--- src/rtl/cpu_pkg.sv ---
// Shared definitions for the multi-cycle ARM-subset core sequencer.
// Contents: sequencer state enum, instruction class codes, never-execute condition code.
package cpu_pkg;

    typedef enum logic [1:0] {
        StIdle   = 2'd0,
        StFetch  = 2'd1,
        StDecode = 2'd2,
        StExec   = 2'd3
    } state_e;

    // Instruction class, taken from instr[27:26]
    localparam logic [1:0] CLS_DP = 2'b00;  // data processing
    localparam logic [1:0] CLS_LS = 2'b01;  // load/store
    localparam logic [1:0] CLS_BR = 2'b10;  // branch / branch-with-link
    localparam logic [1:0] CLS_CP = 2'b11;  // coprocessor / SWI

    // Condition field value for an instruction that is never executed
    localparam logic [3:0] COND_NV = 4'hF;

endpackage

--- src/rtl/instr_sequencer_if.sv ---
// Memory request bus between the sequencer and the memory system.
// master: drives mem_req, mem_we, mem_addr; samples mem_ready, mem_rdata.
// slave:  the memory side of the same handshake.
interface instr_sequencer_if #(
    parameter int unsigned ADDR_W = 32,
    parameter int unsigned DATA_W = 32
);
    logic              mem_req;
    logic              mem_we;
    logic [ADDR_W-1:0] mem_addr;
    logic              mem_ready;
    logic [DATA_W-1:0] mem_rdata;

    modport master (
        output mem_req,
        output mem_we,
        output mem_addr,
        input  mem_ready,
        input  mem_rdata
    );

    modport slave (
        input  mem_req,
        input  mem_we,
        input  mem_addr,
        output mem_ready,
        output mem_rdata
    );
endinterface

--- src/rtl/instr_classify.sv ---
// Combinational instruction decoder for the sequencer.
// Ports:
//   instr      in   latched 32-bit instruction
//   cls        out  instruction class (instr[27:26])
//   skip       out  condition field is never-execute
//   num_steps  out  number of EXEC steps for this instruction (1 or 2)
//   load       out  L bit of a load/store
//   link       out  link bit of a branch
//   br_offset  out  sign-extended word offset of a branch, in bytes
module instr_classify
    import cpu_pkg::*;
#(
    parameter int unsigned ADDR_W = 32
) (
    input  logic [31:0]       instr,
    output logic [1:0]        cls,
    output logic              skip,
    output logic [1:0]        num_steps,
    output logic              load,
    output logic              link,
    output logic [ADDR_W-1:0] br_offset
);
    // Immediate/register-form bit is irrelevant to sequencing
    logic unused_instr;
    assign unused_instr = instr[25];

    always_comb begin
        cls       = instr[27:26];
        skip      = (instr[31:28] == COND_NV);
        load      = instr[20];
        link      = instr[24];
        num_steps = (cls == CLS_LS && load) ? 2'd2 : 2'd1;
        // Size cast of a signed operand sign-extends (or wraps) to the PC width
        br_offset = ADDR_W'($signed({instr[23:0], 2'b00}));
    end
endmodule

--- src/rtl/instr_sequencer.sv ---
// Fetch/decode/execute sequencer: owns the PC, fetches over a ready handshake,
// runs a per-class number of EXEC steps and decodes one-hot control strobes.
// Ports:
//   clk, rst_n   clock, asynchronous active-low reset
//   bus          memory request bus (master side)
//   alu_addr     load/store effective address from the datapath
//   instr        latched instruction register
//   pc           current program counter (already advanced past the fetched instruction)
//   exec_step    step index within EXEC
//   reg_we       register-bank write strobe
//   link_we      R14 link write strobe (same cycle as the branch PC update)
//   undef        undefined/coprocessor-class pulse
module instr_sequencer
    import cpu_pkg::*;
#(
    parameter int unsigned     ADDR_W   = 32,
    parameter int unsigned     DATA_W   = 32,
    parameter logic [ADDR_W-1:0] RESET_PC = '0,
    parameter logic [ADDR_W-1:0] PC_STEP  = ADDR_W'(4)
) (
    input  logic                clk,
    input  logic                rst_n,
    instr_sequencer_if.master   bus,
    input  logic [ADDR_W-1:0]   alu_addr,
    output logic [DATA_W-1:0]   instr,
    output logic [ADDR_W-1:0]   pc,
    output logic [1:0]          exec_step,
    output logic                reg_we,
    output logic                link_we,
    output logic                undef
);
    state_e            state;
    logic [1:0]        cls;
    logic              skip;
    logic [1:0]        num_steps;
    logic [1:0]        last_step;
    logic              load;
    logic              link;
    logic [ADDR_W-1:0] br_offset;
    logic              ls_access;

    instr_classify #(
        .ADDR_W (ADDR_W)
    ) u_classify (
        .instr     (instr[31:0]),
        .cls       (cls),
        .skip      (skip),
        .num_steps (num_steps),
        .load      (load),
        .link      (link),
        .br_offset (br_offset)
    );

    assign last_step = num_steps - 2'd1;
    // Only load/store step 0 talks to memory during EXEC
    assign ls_access = (state == StExec) && (cls == CLS_LS) && (exec_step == 2'd0);

    always_ff @(posedge clk or negedge rst_n) begin
        if (!rst_n) begin
            state     <= StIdle;
            pc        <= RESET_PC;
            instr     <= '0;
            exec_step <= '0;
        end else begin
            case (state)
                StIdle: state <= StFetch;
                StFetch: begin
                    if (bus.mem_ready) begin
                        instr <= DATA_W'(bus.mem_rdata[31:0]);
                        pc    <= pc + PC_STEP;
                        state <= StDecode;
                    end
                end
                StDecode: begin
                    exec_step <= '0;
                    state     <= skip ? StFetch : StExec;
                end
                StExec: begin
                    // Load/store step 0 stalls until memory completes
                    if (!(ls_access && !bus.mem_ready)) begin
                        // pc already points past this instruction, hence one more PC_STEP
                        if (cls == CLS_BR && exec_step == 2'd0) begin
                            pc <= pc + PC_STEP + br_offset;
                        end
                        if (exec_step == last_step) begin
                            exec_step <= '0;
                            state     <= StFetch;
                        end else begin
                            exec_step <= exec_step + 2'd1;
                        end
                    end
                end
                default: state <= StIdle;
            endcase
        end
    end

    // Moore strobes decoded from the registered state, step and latched instruction
    always_comb begin
        bus.mem_req  = 1'b0;
        bus.mem_we   = 1'b0;
        bus.mem_addr = '0;
        reg_we       = 1'b0;
        link_we      = 1'b0;
        undef        = 1'b0;
        if (state == StFetch) begin
            bus.mem_req  = 1'b1;
            bus.mem_addr = pc;
        end else if (state == StExec) begin
            bus.mem_addr = alu_addr;
            bus.mem_req  = ls_access;
            bus.mem_we   = ls_access && !load;
            reg_we       = (cls == CLS_DP && exec_step == 2'd0) ||
                           (cls == CLS_LS && load && exec_step == 2'd1);
            link_we      = (cls == CLS_BR && exec_step == 2'd0) && link;
            undef        = (cls == CLS_CP && exec_step == 2'd0);
        end
    end
endmodule

--- src/flat_wrapper.sv ---
// flat-port wrapper written by rule: the top's interface ports become plain ports
module instr_sequencer_flat import cpu_pkg::*;
#(
    parameter int unsigned     ADDR_W   = 32,
    parameter int unsigned     DATA_W   = 32,
    parameter logic [ADDR_W-1:0] RESET_PC = '0,
    parameter logic [ADDR_W-1:0] PC_STEP  = ADDR_W'(4)
)
  (clk, rst_n, alu_addr, instr, pc, exec_step, reg_we, link_we, undef, bus_mem_req, bus_mem_we, bus_mem_addr, bus_mem_ready, bus_mem_rdata);
  instr_sequencer_if #(.ADDR_W(ADDR_W), .DATA_W(DATA_W)) bus_i ();
  input  logic clk;
  input  logic rst_n;
  input  logic [ADDR_W-1:0] alu_addr;
  output logic [DATA_W-1:0] instr;
  output logic [ADDR_W-1:0] pc;
  output logic [1:0] exec_step;
  output logic reg_we;
  output logic link_we;
  output logic undef;
  output wire logic [$bits(bus_i.mem_req)-1:0] bus_mem_req;
  output wire logic [$bits(bus_i.mem_we)-1:0] bus_mem_we;
  output wire logic [$bits(bus_i.mem_addr)-1:0] bus_mem_addr;
  input wire logic [$bits(bus_i.mem_ready)-1:0] bus_mem_ready;
  input wire logic [$bits(bus_i.mem_rdata)-1:0] bus_mem_rdata;
  assign bus_mem_req = bus_i.mem_req;
  assign bus_mem_we = bus_i.mem_we;
  assign bus_mem_addr = bus_i.mem_addr;
  assign bus_i.mem_ready = bus_mem_ready;
  assign bus_i.mem_rdata = bus_mem_rdata;
  instr_sequencer #(.ADDR_W(ADDR_W), .DATA_W(DATA_W), .RESET_PC(RESET_PC), .PC_STEP(PC_STEP)) u_core (.clk(clk), .rst_n(rst_n), .bus(bus_i), .alu_addr(alu_addr), .instr(instr), .pc(pc), .exec_step(exec_step), .reg_we(reg_we), .link_we(link_we), .undef(undef));
endmodule
--- config.mk ---
export PLATFORM = sky130hd
export DESIGN_NAME = instr_sequencer_flat
export DESIGN_NICKNAME = d
export VERILOG_FILES = /design/src/rtl/cpu_pkg.sv /design/src/rtl/instr_sequencer_if.sv /design/src/rtl/instr_classify.sv /design/src/rtl/instr_sequencer.sv /design/src/flat_wrapper.sv
export SDC_FILE = /design/constraint.sdc
export NUM_CORES = 1
export LEC_CHECK = 0
export CORE_AREA = 2 2 132 134
export CTS_CLUSTER_SIZE = 10
export DETAILED_ROUTE_END_ITERATION = 6
export DIE_AREA = 0 0 134 136
export GPL_ROUTABILITY_DRIVEN = 0
export SLEW_MARGIN = 20
export SYNTH_ARGS = -nofsm -noshare
export SYNTH_HDL_FRONTEND = slang
export SYNTH_SLANG_ARGS = --single-unit
export TNS_END_PERCENT = 5
--- constraint.sdc ---
create_clock -name clk -period 5.05 [get_ports clk]
set_input_delay 0.505 -clock clk [delete_from_list [all_inputs] [get_ports clk]]
set_output_delay 0.505 -clock clk [all_outputs]
set_load 0.005 [all_outputs]
==> results of run 1 <==
-- registers in the layout (all words and copies together), names as in the netlist --
| signal | flops |
|---|---|
| u_core.instr | 32 |
| u_core.state | 2 |
| u_core.pc | 30 |
| u_core.exec_step | 2 |
-- worst max-delay path, stage by stage, from the launching register on --
cell and delay (ps):
dfrtp_1 520, ha_1 290, nand3_1 220, nor2_1 180, nand3_1 170, xnor2_1 180
ha_1 370, a21o_1 210, a211oi_1 430, a21oi_1 160, a21oi_1 290, o21ai_1 190
a21oi_1 210, xnor2_1 100, a221o_1 320
-- cell families after synthesis --
kind of cell               synth area share [%]
buffers and inverters                     5.104
muxes                                     8.015
adders and majority gates                 9.687
other                                   0.06510
AOI/OAI and AO/OA                         23.15
and+or+nand+nor                           17.55
xor gates and xnor gates                  7.754
DFF                                       28.67
-- path summary, 6_finish.rpt --
path / to / slack [ps] / depth (start not counted)
worst max-delay path: u_core.pc[25]$_DFFE_PN0P_ / 1090 / 14
worst min-delay path: u_core.instr[10]$_DFFE_PN0P_ / 370 / 2
worst max register to register: u_core.pc[25]$_DFFE_PN0P_ / 1090 / 14
worst min register to register: u_core.instr[25]$_DFFE_PN0P_ / 520 / 1
max in group asynchronous: u_core.pc[21]$_DFFE_PN0P_ / 4090 / 2
min in group clk: u_core.instr[25]$_DFFE_PN0P_ / 520 / 1
-- per-stage QoR --
step           power [uW]  instance area (um2)  worst slack (ps)  hold slack, ps
5_1_grt              6260                 7923             744.2           463.1
3_3_place_gp         4911                 7556              1302           494.2
4_1_cts              5805                 7923              1129           420.1
3_5_place_dp         4964                 7556              1157           511.1
6_report             5822                 7923              1086           370.3
2_1_floorplan        3547                 5764              1606           209.4
-- placed cells by master (no fill, tap or decap), types with 22 or more instances in the layout --
master and n:
nand2_1 49, o21ai_0 38, xor2_1 22, mux2_2 33, a22o_1 29, nor2_1 42
clkdlybuf4s50_1 166, dfrtp_1 66, nand3_1 24, xnor2_1 29, ha_1 43, a21oi_1 61
-- metal layers --
metal	vias up	part of all wire (%)	global-route usage [%]	wire, um
met5	-	0	0	0
met4	0	2.2	8.274	414
met3	26	5.5	3.915	1059
met2	164	46	32.99	8878
met1	2782	46	28.43	8790
li1	2707	-	-	-
-- cell type report --
cell class / count / area share [%]
multi-input cells: 533 / 48.23
repair buffers: 175 / 21.79
flip-flops and latches: 66 / 20.85
well taps: 225 / 3.553
clock buffers: 9 / 2.843
clock inverters: 7 / 1.785
inverters: 20 / 0.9476
-- power groups by stage --
| stage | combinational [uW] | sequential [uW] | clock [uW] |
|---|---|---|---|
| floorplan | 2520 | 1020 | 0 |
| global placement | 3740 | 1170 | 0 |
| detailed placement | 3780 | 1180 | 0 |
| CTS | 3810 | 1180 | 814 |
| global route | 4190 | 1230 | 842 |
| finish | 3840 | 1180 | 801 |
==> impl_metrics.xml, run 1 <==
<?xml version="1.0" encoding="UTF-8"?>
<metrics>
  <group name="cells_and_area">
    <metric name="area_overhead_of_the_layout_relative_to_synthesis" unit="%">37.53</metric>
    <metric name="insertedDiodeCount" unit="">0</metric>
    <metric name="multi_input_area" unit="um2">3821</metric>
    <metric name="layout.area.seq" unit="um2">1652</metric>
    <metric name="drive_gt1_share" unit="%">9.383</metric>
    <metric name="post_layout_nonfiller_instances" unit="">1035</metric>
    <metric name="num-fill-cells" unit="">1565</metric>
    <metric name="layout.nets" unit="">916</metric>
    <metric name="fin_util" unit="%">46.95</metric>
  </group>
  <group name="sta">
    <metric name="layout_min_cycle_time" unit="ps">3964</metric>
    <metric name="final_count_of_negative_setup_slack_endpoints" unit="">0</metric>
    <metric name="fin_crit_sh" unit="%">78.50</metric>
    <metric name="max_slew_margin_vs_limit" unit="%">39.24</metric>
    <metric name="timing_max_transition_violations_final" unit="">0</metric>
    <metric name="top_achievable_clock_speed" unit="GHz">0.2523</metric>
    <metric name="grt_setup_unrepaired" unit="">false</metric>
    <metric name="fin_tns_setup" unit="ps">0</metric>
    <metric name="final.setup_skew" unit="ps">6.059</metric>
    <metric name="hold_viol_final" unit="">0</metric>
    <metric name="tightestPinTransition" unit="ps">911.5</metric>
  </group>
  <group name="synthesis">
    <metric name="number_of_synthesized_flops_with_an_enable_pin" unit="">0</metric>
    <metric name="synth.yosys.seq_area_share" unit="%">28.67</metric>
    <metric name="number_of_warnings_issued_by_yosys" unit="">0</metric>
    <metric name="ys_ff_latch" unit="">66</metric>
    <metric name="number_of_distinct_library_cell_variants_in_the_gate_level_netlist_after_synthesis" unit="">72</metric>
    <metric name="synth_top_area_share" unit="%">28.67</metric>
    <metric name="synth.most_common_cell" unit="">dfrtp_1</metric>
    <metric name="mappedNetlistArea" unit="um2">5761</metric>
    <metric name="dominantRegCellSynth" unit="">dfrtp_1</metric>
    <metric name="post_synth.cell_area_avg" unit="um2">8.662</metric>
    <metric name="netlist_instances" unit="">665</metric>
    <metric name="synth.top_cells.by_area" unit="">dfrtp_1 29%, ha_1 9.3%, mux2_2 6.5%, a21oi_1 5.3%, a22o_1 4.4%</metric>
    <metric name="ys_top_cells_by_count" unit="">66 x dfrtp_1, 61 x a21oi_1, 49 x nand2_1</metric>
    <metric name="ys_async_sr_fraction" unit="%">100.0</metric>
    <metric name="synth_area_leader_cell" unit="">dfrtp_1</metric>
  </group>
  <group name="clocking">
    <metric name="tritoncts" unit="">done</metric>
    <metric name="cts_max_path_buffers" unit="">2</metric>
    <metric name="clk_pin_slew_worst_paths" unit="ps">60</metric>
    <metric name="tritoncts_num_sinks" unit="">66</metric>
    <metric name="insertion_delay" unit="ps">350</metric>
    <metric name="post_cts_resized" unit="">0</metric>
    <metric name="post-cts-setup-buffer-count" unit="">0</metric>
    <metric name="root_buffer" unit="">clkbuf_16</metric>
    <metric name="numCtsBuffers" unit="">9</metric>
    <metric name="htreeDepth" unit="">3</metric>
    <metric name="ctsHoldBuffers" unit="">0</metric>
  </group>
  <group name="power_and_ir_drop">
    <metric name="power.switching_fraction" unit="%">45.18</metric>
    <metric name="power.leakage" unit="uW">0.003290</metric>
    <metric name="power.sequential.fraction" unit="%">20.3</metric>
    <metric name="p_int" unit="uW">3192</metric>
    <metric name="power.combinational.fraction" unit="%">65.9</metric>
    <metric name="power_density" unit="nW/um2">734.9</metric>
    <metric name="power.switching" unit="uW">2631</metric>
    <metric name="ir_worst_vdd" unit="mV">0.3072</metric>
    <metric name="share_clk_of_total_power" unit="%">13.8</metric>
  </group>
  <group name="run">
    <metric name="maxCapViolCount" unit="">0</metric>
  </group>
  <group name="worst_setup_path">
    <metric name="worst-endpoint-required" unit="ps">5280</metric>
    <metric name="cp-startpoint" unit="">u_core.pc[2]$_DFFE_PN0P_</metric>
    <metric name="regToRegStartpoint" unit="">u_core.pc[2]$_DFFE_PN0P_</metric>
    <metric name="critPathCaptureType" unit="">flop</metric>
    <metric name="critical_path_class" unit="">reg2reg</metric>
    <metric name="critical_path_maximum_fanout" unit="">9</metric>
    <metric name="arrival" unit="ps">4190</metric>
    <metric name="startpoint_type" unit="">flop</metric>
  </group>
  <group name="global_routing">
    <metric name="grt_pass1_vias" unit="">5506</metric>
    <metric name="grt_first_pass_wirelength" unit="mm">29.79</metric>
    <metric name="grt_remaining_overflow" unit="">0</metric>
    <metric name="grt_start_max_net_pins" unit="">67</metric>
    <metric name="grt_util_all_layers" unit="%">20.95</metric>
    <metric name="antenna_found_initial" unit="">0</metric>
  </group>
  <group name="floorplan">
    <metric name="floorplan.rows" unit="">48</metric>
    <metric name="initial_core_util" unit="%">34.13</metric>
    <metric name="fp.coreArea" unit="um2">16880</metric>
    <metric name="fp.dieW" unit="um">134</metric>
    <metric name="fp.dieH" unit="um">136</metric>
    <metric name="io-pin-count" unit="">170</metric>
    <metric name="die-area" unit="um2">18220</metric>
  </group>
  <group name="routing">
    <metric name="route.detailed.vias_per_inst" unit="">5.487</metric>
    <metric name="detail_route.first_pass.iterations" unit="">5</metric>
    <metric name="route.antenna.remaining_nets" unit="">0</metric>
    <metric name="routedWlPerCell" unit="um">18.50</metric>
    <metric name="remaining_routing_drc_violations" unit="">0</metric>
    <metric name="number_of_vias_in_the_routed_layout" unit="">5679</metric>
    <metric name="drt_iter0_markers" unit="">346</metric>
    <metric name="route.final.wire_length" unit="mm">19.14</metric>
  </group>
  <group name="min_path">
    <metric name="worstHoldPathType" unit="">in2async</metric>
  </group>
  <group name="status">
    <metric name="outcome" unit="">finished clean</metric>
  </group>
  <group name="placed_design">
    <metric name="placed_cells_incl_taps" unit="">1019</metric>
    <metric name="io_buffer_count" unit="">167</metric>
    <metric name="detailedPlacementHpwl" unit="mm">13.88</metric>
  </group>
</metrics>
Power figures use the tool's default switching activity.
==> run 2, diff against run 1 <==
==> constraint.sdc (replaced) <==
create_clock -name clk -period 3.75 [get_ports clk]
set_input_delay 0.375 -clock clk [delete_from_list [all_inputs] [get_ports clk]]
set_output_delay 0.375 -clock clk [all_outputs]
set_load 0.005 [all_outputs]
==> run 2 against run 1 <==
Largest power group unchanged. Register-to-register slack worse by 890 ps. Sequential power is 23% higher. Die area stayed put. Sequential share of layout area is 0.42 points lower. Non-clock buffer count rose by 25. Combinational power increased by 47%. Wire length grew 1.4%. Clock skew increased by 1.7 ps. Design area increased by 2.2%.
==> impl_metrics.xml, run 2 (synthesized netlist as in run 1, its figures left out) <==
<?xml version="1.0" encoding="UTF-8"?>
<metrics>
  <group name="status">
    <metric name="outcome" unit="">finished clean</metric>
  </group>
  <group name="routing">
    <metric name="route.antenna.remaining_nets" unit="">0</metric>
    <metric name="route.final.wire_length" unit="mm">19.41</metric>
    <metric name="route.detailed.vias_per_inst" unit="">5.502</metric>
    <metric name="detail_route.first_pass.iterations" unit="">5</metric>
    <metric name="routedWlPerCell" unit="um">18.31</metric>
    <metric name="drt_iter0_markers" unit="">446</metric>
    <metric name="number_of_vias_in_the_routed_layout" unit="">5832</metric>
    <metric name="remaining_routing_drc_violations" unit="">0</metric>
  </group>
  <group name="cells_and_area">
    <metric name="insertedDiodeCount" unit="">0</metric>
    <metric name="largest_reg_flops" unit="">32</metric>
    <metric name="top_regs" unit="">u_core.instr (32), u_core.pc (30)</metric>
    <metric name="area_overhead_of_the_layout_relative_to_synthesis" unit="%">40.55</metric>
    <metric name="layout.nets" unit="">941</metric>
    <metric name="multi_input_area" unit="um2">3864</metric>
    <metric name="layout.area.seq" unit="um2">1654</metric>
    <metric name="final_common_cell" unit="">clkdlybuf4s50_1</metric>
    <metric name="num-fill-cells" unit="">1566</metric>
    <metric name="most_flops_register" unit="">u_core.instr</metric>
    <metric name="drive_gt1_share" unit="%">13.29</metric>
    <metric name="post_layout_inst_area" unit="um2">8097</metric>
    <metric name="commonest_cells_after_routing_fill_and_taps_aside" unit="">166 x clkdlybuf4s50_1, 64 x dfrtp_1, 58 x a21oi_1, 48 x nand2_1</metric>
  </group>
  <group name="global_routing">
    <metric name="grt_util_all_layers" unit="%">21.41</metric>
    <metric name="grt_start_max_net_pins" unit="">38</metric>
    <metric name="grt_pass1_vias" unit="">5848</metric>
    <metric name="grt_first_pass_wirelength" unit="mm">30.91</metric>
    <metric name="grt_remaining_overflow" unit="">0</metric>
    <metric name="antenna_found_initial" unit="">0</metric>
  </group>
  <group name="power_and_ir_drop">
    <metric name="power_density" unit="nW/um2">984.3</metric>
    <metric name="ir_worst_vdd" unit="mV">0.3774</metric>
    <metric name="power.leakage" unit="uW">0.003386</metric>
    <metric name="power.combinational.fraction" unit="%">71.0</metric>
    <metric name="power.switching_fraction" unit="%">46.08</metric>
    <metric name="power.total" unit="uW">7969</metric>
    <metric name="power.switching" unit="uW">3672</metric>
    <metric name="share_clk_of_total_power" unit="%">10.8</metric>
    <metric name="p_int" unit="uW">4297</metric>
    <metric name="power.sequential.fraction" unit="%">18.2</metric>
  </group>
  <group name="sta">
    <metric name="timing_max_transition_violations_final" unit="">0</metric>
    <metric name="layout_min_cycle_time" unit="ps">3551</metric>
    <metric name="worst_hold_slack" unit="ps">107.1</metric>
    <metric name="top_achievable_clock_speed" unit="GHz">0.2816</metric>
    <metric name="tightestPinTransition" unit="ps">780.4</metric>
    <metric name="fin_tns_setup" unit="ps">0</metric>
    <metric name="max_slew_margin_vs_limit" unit="%">47.97</metric>
    <metric name="final.setup_skew" unit="ps">7.739</metric>
    <metric name="grt_setup_unrepaired" unit="">true</metric>
    <metric name="final_count_of_negative_setup_slack_endpoints" unit="">0</metric>
    <metric name="fin_crit_sh" unit="%">94.71</metric>
    <metric name="hold_viol_final" unit="">0</metric>
  </group>
  <group name="worst_setup_path">
    <metric name="critical_path_class" unit="">reg2reg</metric>
    <metric name="timing.reg2reg.setup_slack" unit="ps">200</metric>
    <metric name="arrival" unit="ps">3830</metric>
    <metric name="critical_path_depth" unit="">12</metric>
    <metric name="worst_path_largest_cell_delay" unit="ps">580</metric>
    <metric name="rr_endpoint" unit="">u_core.pc[31]$_DFFE_PN0P_</metric>
    <metric name="timing.critical_path.max_delay_family" unit="">simple AND/OR/NAND/NOR gates</metric>
    <metric name="critPathCaptureType" unit="">flop</metric>
    <metric name="critical_path_cell_sequence" unit="">and3_2, nand4_4, or4_1, nor2_1, nand3_1, xnor2_1, ha_1, a21o_1, a221o_1, a31o_2, a41o_1, nand4_1</metric>
    <metric name="regToRegStartpoint" unit="">u_core.pc[12]$_DFFE_PN0P_</metric>
    <metric name="worst-endpoint-required" unit="ps">4030</metric>
    <metric name="critical_path_maximum_fanout" unit="">8</metric>
    <metric name="startpoint_type" unit="">flop</metric>
    <metric name="worst-path-buf-inv" unit="">0</metric>
    <metric name="cp_slowest_cell" unit="">or4_1</metric>
    <metric name="critical_path.endpoint" unit="">u_core.pc[31]$_DFFE_PN0P_</metric>
    <metric name="worst_r2r_path_depth" unit="">12</metric>
    <metric name="cp-startpoint" unit="">u_core.pc[12]$_DFFE_PN0P_</metric>
  </group>
  <group name="placed_design">
    <metric name="placedInstanceArea" unit="um2">7741</metric>
    <metric name="io_buffer_count" unit="">167</metric>
    <metric name="detailedPlacementHpwl" unit="mm">14.64</metric>
  </group>
  <group name="floorplan">
    <metric name="fp.coreArea" unit="um2">16880</metric>
    <metric name="die-area" unit="um2">18220</metric>
    <metric name="initial_core_util" unit="%">34.13</metric>
    <metric name="fp.dieH" unit="um">136</metric>
    <metric name="floorplan.rows" unit="">48</metric>
    <metric name="fp.dieW" unit="um">134</metric>
    <metric name="io-pin-count" unit="">170</metric>
  </group>
  <group name="clocking">
    <metric name="htreeDepth" unit="">3</metric>
    <metric name="insertion_delay" unit="ps">340</metric>
    <metric name="ctsHoldBuffers" unit="">0</metric>
    <metric name="tritoncts_num_sinks" unit="">66</metric>
    <metric name="tritoncts" unit="">done</metric>
    <metric name="clk_pin_slew_worst_paths" unit="ps">60</metric>
    <metric name="numCtsBuffers" unit="">9</metric>
    <metric name="root_buffer" unit="">clkbuf_16</metric>
    <metric name="cts_max_path_buffers" unit="">2</metric>
  </group>
  <group name="min_path">
    <metric name="worstHoldPathType" unit="">in2async</metric>
  </group>
  <group name="run">
    <metric name="maxCapViolCount" unit="">0</metric>
  </group>
</metrics>
==> run 2: cell count changes in the layout (fill, tap and decap cells not counted), moves of 2 or more <==
| cell | before | now |
|---|---|---|
| a21oi_1 | 61 | 58 |
| dfrtp_2 | 0 | 2 |
| dfrtp_1 | 66 | 64 |
| bufinv_16 | 4 | 1 |
| clkinv_2 | 1 | 3 |
| buf_4 | 8 | 32 |
| a21oi_2 | 1 | 4 |
==> run 2: metal layers <==
| metal | track usage [%] | wire length, um | share of wire (%) |
|---|---|---|---|
| met5 | 0 | 0 | 0 |
| met3 | 3.505 | 1150 | 5.9 |
| met2 | 34.70 | 9082 | 47 |
| met4 | 8.924 | 538 | 2.8 |
| met1 | 28.37 | 8635 | 44 |
==> run 2: power by group through the flow <==
stage | logic (uW) | clock network (uW) | registers, uW
global route | 6170 | 902 | 1510
detailed placement | 5500 | 0 | 1460
floorplan | 3400 | 0 | 1380
global placement | 5420 | 0 | 1440
CTS | 5540 | 875 | 1450
finish | 5660 | 860 | 1450
==> run 2: how the worst min path moves through the flow <==
stage / startpoint / slack [ps] / endpoint
2_1_floorplan: rst_n / 80 / u_core.exec_step[0]$_DFFE_PN0P_
3_3_place_gp: rst_n / 480 / u_core.instr[8]$_DFFE_PN0P_
3_5_place_dp: rst_n / 500 / u_core.instr[8]$_DFFE_PN0P_
4_1_cts: rst_n / 140 / u_core.instr[8]$_DFFE_PN0P_
5_1_grt: rst_n / 170 / u_core.instr[8]$_DFFE_PN0P_
6_report: rst_n / 110 / u_core.instr[8]$_DFFE_PN0P_
==> run 2: per-stage QoR <==
| step | std cells | utilization (%) | setup WS [ps] |
|---|---|---|---|
| finish | 1060 | 47.98 | 198.5 |
| global route | 1060 | 47.98 | -36.12 |
| CTS | 1058 | 47.62 | 115.2 |
| detailed placement | 1042 | 45.87 | 143.2 |
| global placement | 1042 | 45.87 | 193.5 |
| floorplan | 666 | - | 305.9 |
==> run 2: worst reg2reg max path: cells and delay by family (launching register included) <==
family                   cells  cell delay [ps]
flip-flops                   1              420
XOR/XNOR                     1              170
AND/OR/NAND/NOR              6             1490
AO/OA/AOI/OAI                4             1020
adder cells (fa/ha/maj)      1              420
==> run 2: cell type report <==
type / count / area share [%]
multi-input combinational: 533 / 47.72
clock buffer: 9 / 2.782
clock inverter: 7 / 0.8654
inverter: 20 / 0.9272
sequential: 66 / 20.43
timing repair buffer: 200 / 23.80
tap: 225 / 3.477
==> run 2: timing repair <==
action	4_1_cts	5_1_grt
setup buffers	0	1
endpoints found under the hold margin	0	0
setup endpoints to repair	0	9
gates resized for setup	0	12
==> run 3, diff against run 2 <==
--- a/config.mk
+++ b/config.mk
@@ -10,8 +10,9 @@
 export DETAILED_ROUTE_END_ITERATION = 6
 export DIE_AREA = 0 0 134 136
 export GPL_ROUTABILITY_DRIVEN = 0
+export HOLD_SLACK_MARGIN = 0.05
 export SLEW_MARGIN = 20
 export SYNTH_ARGS = -nofsm -noshare
 export SYNTH_HDL_FRONTEND = slang
 export SYNTH_SLANG_ARGS = --single-unit
-export TNS_END_PERCENT = 5
+export TNS_END_PERCENT = 50
==> results of run 3 <==
No change in the layout: final DEF, timing and power equal those of run 2.
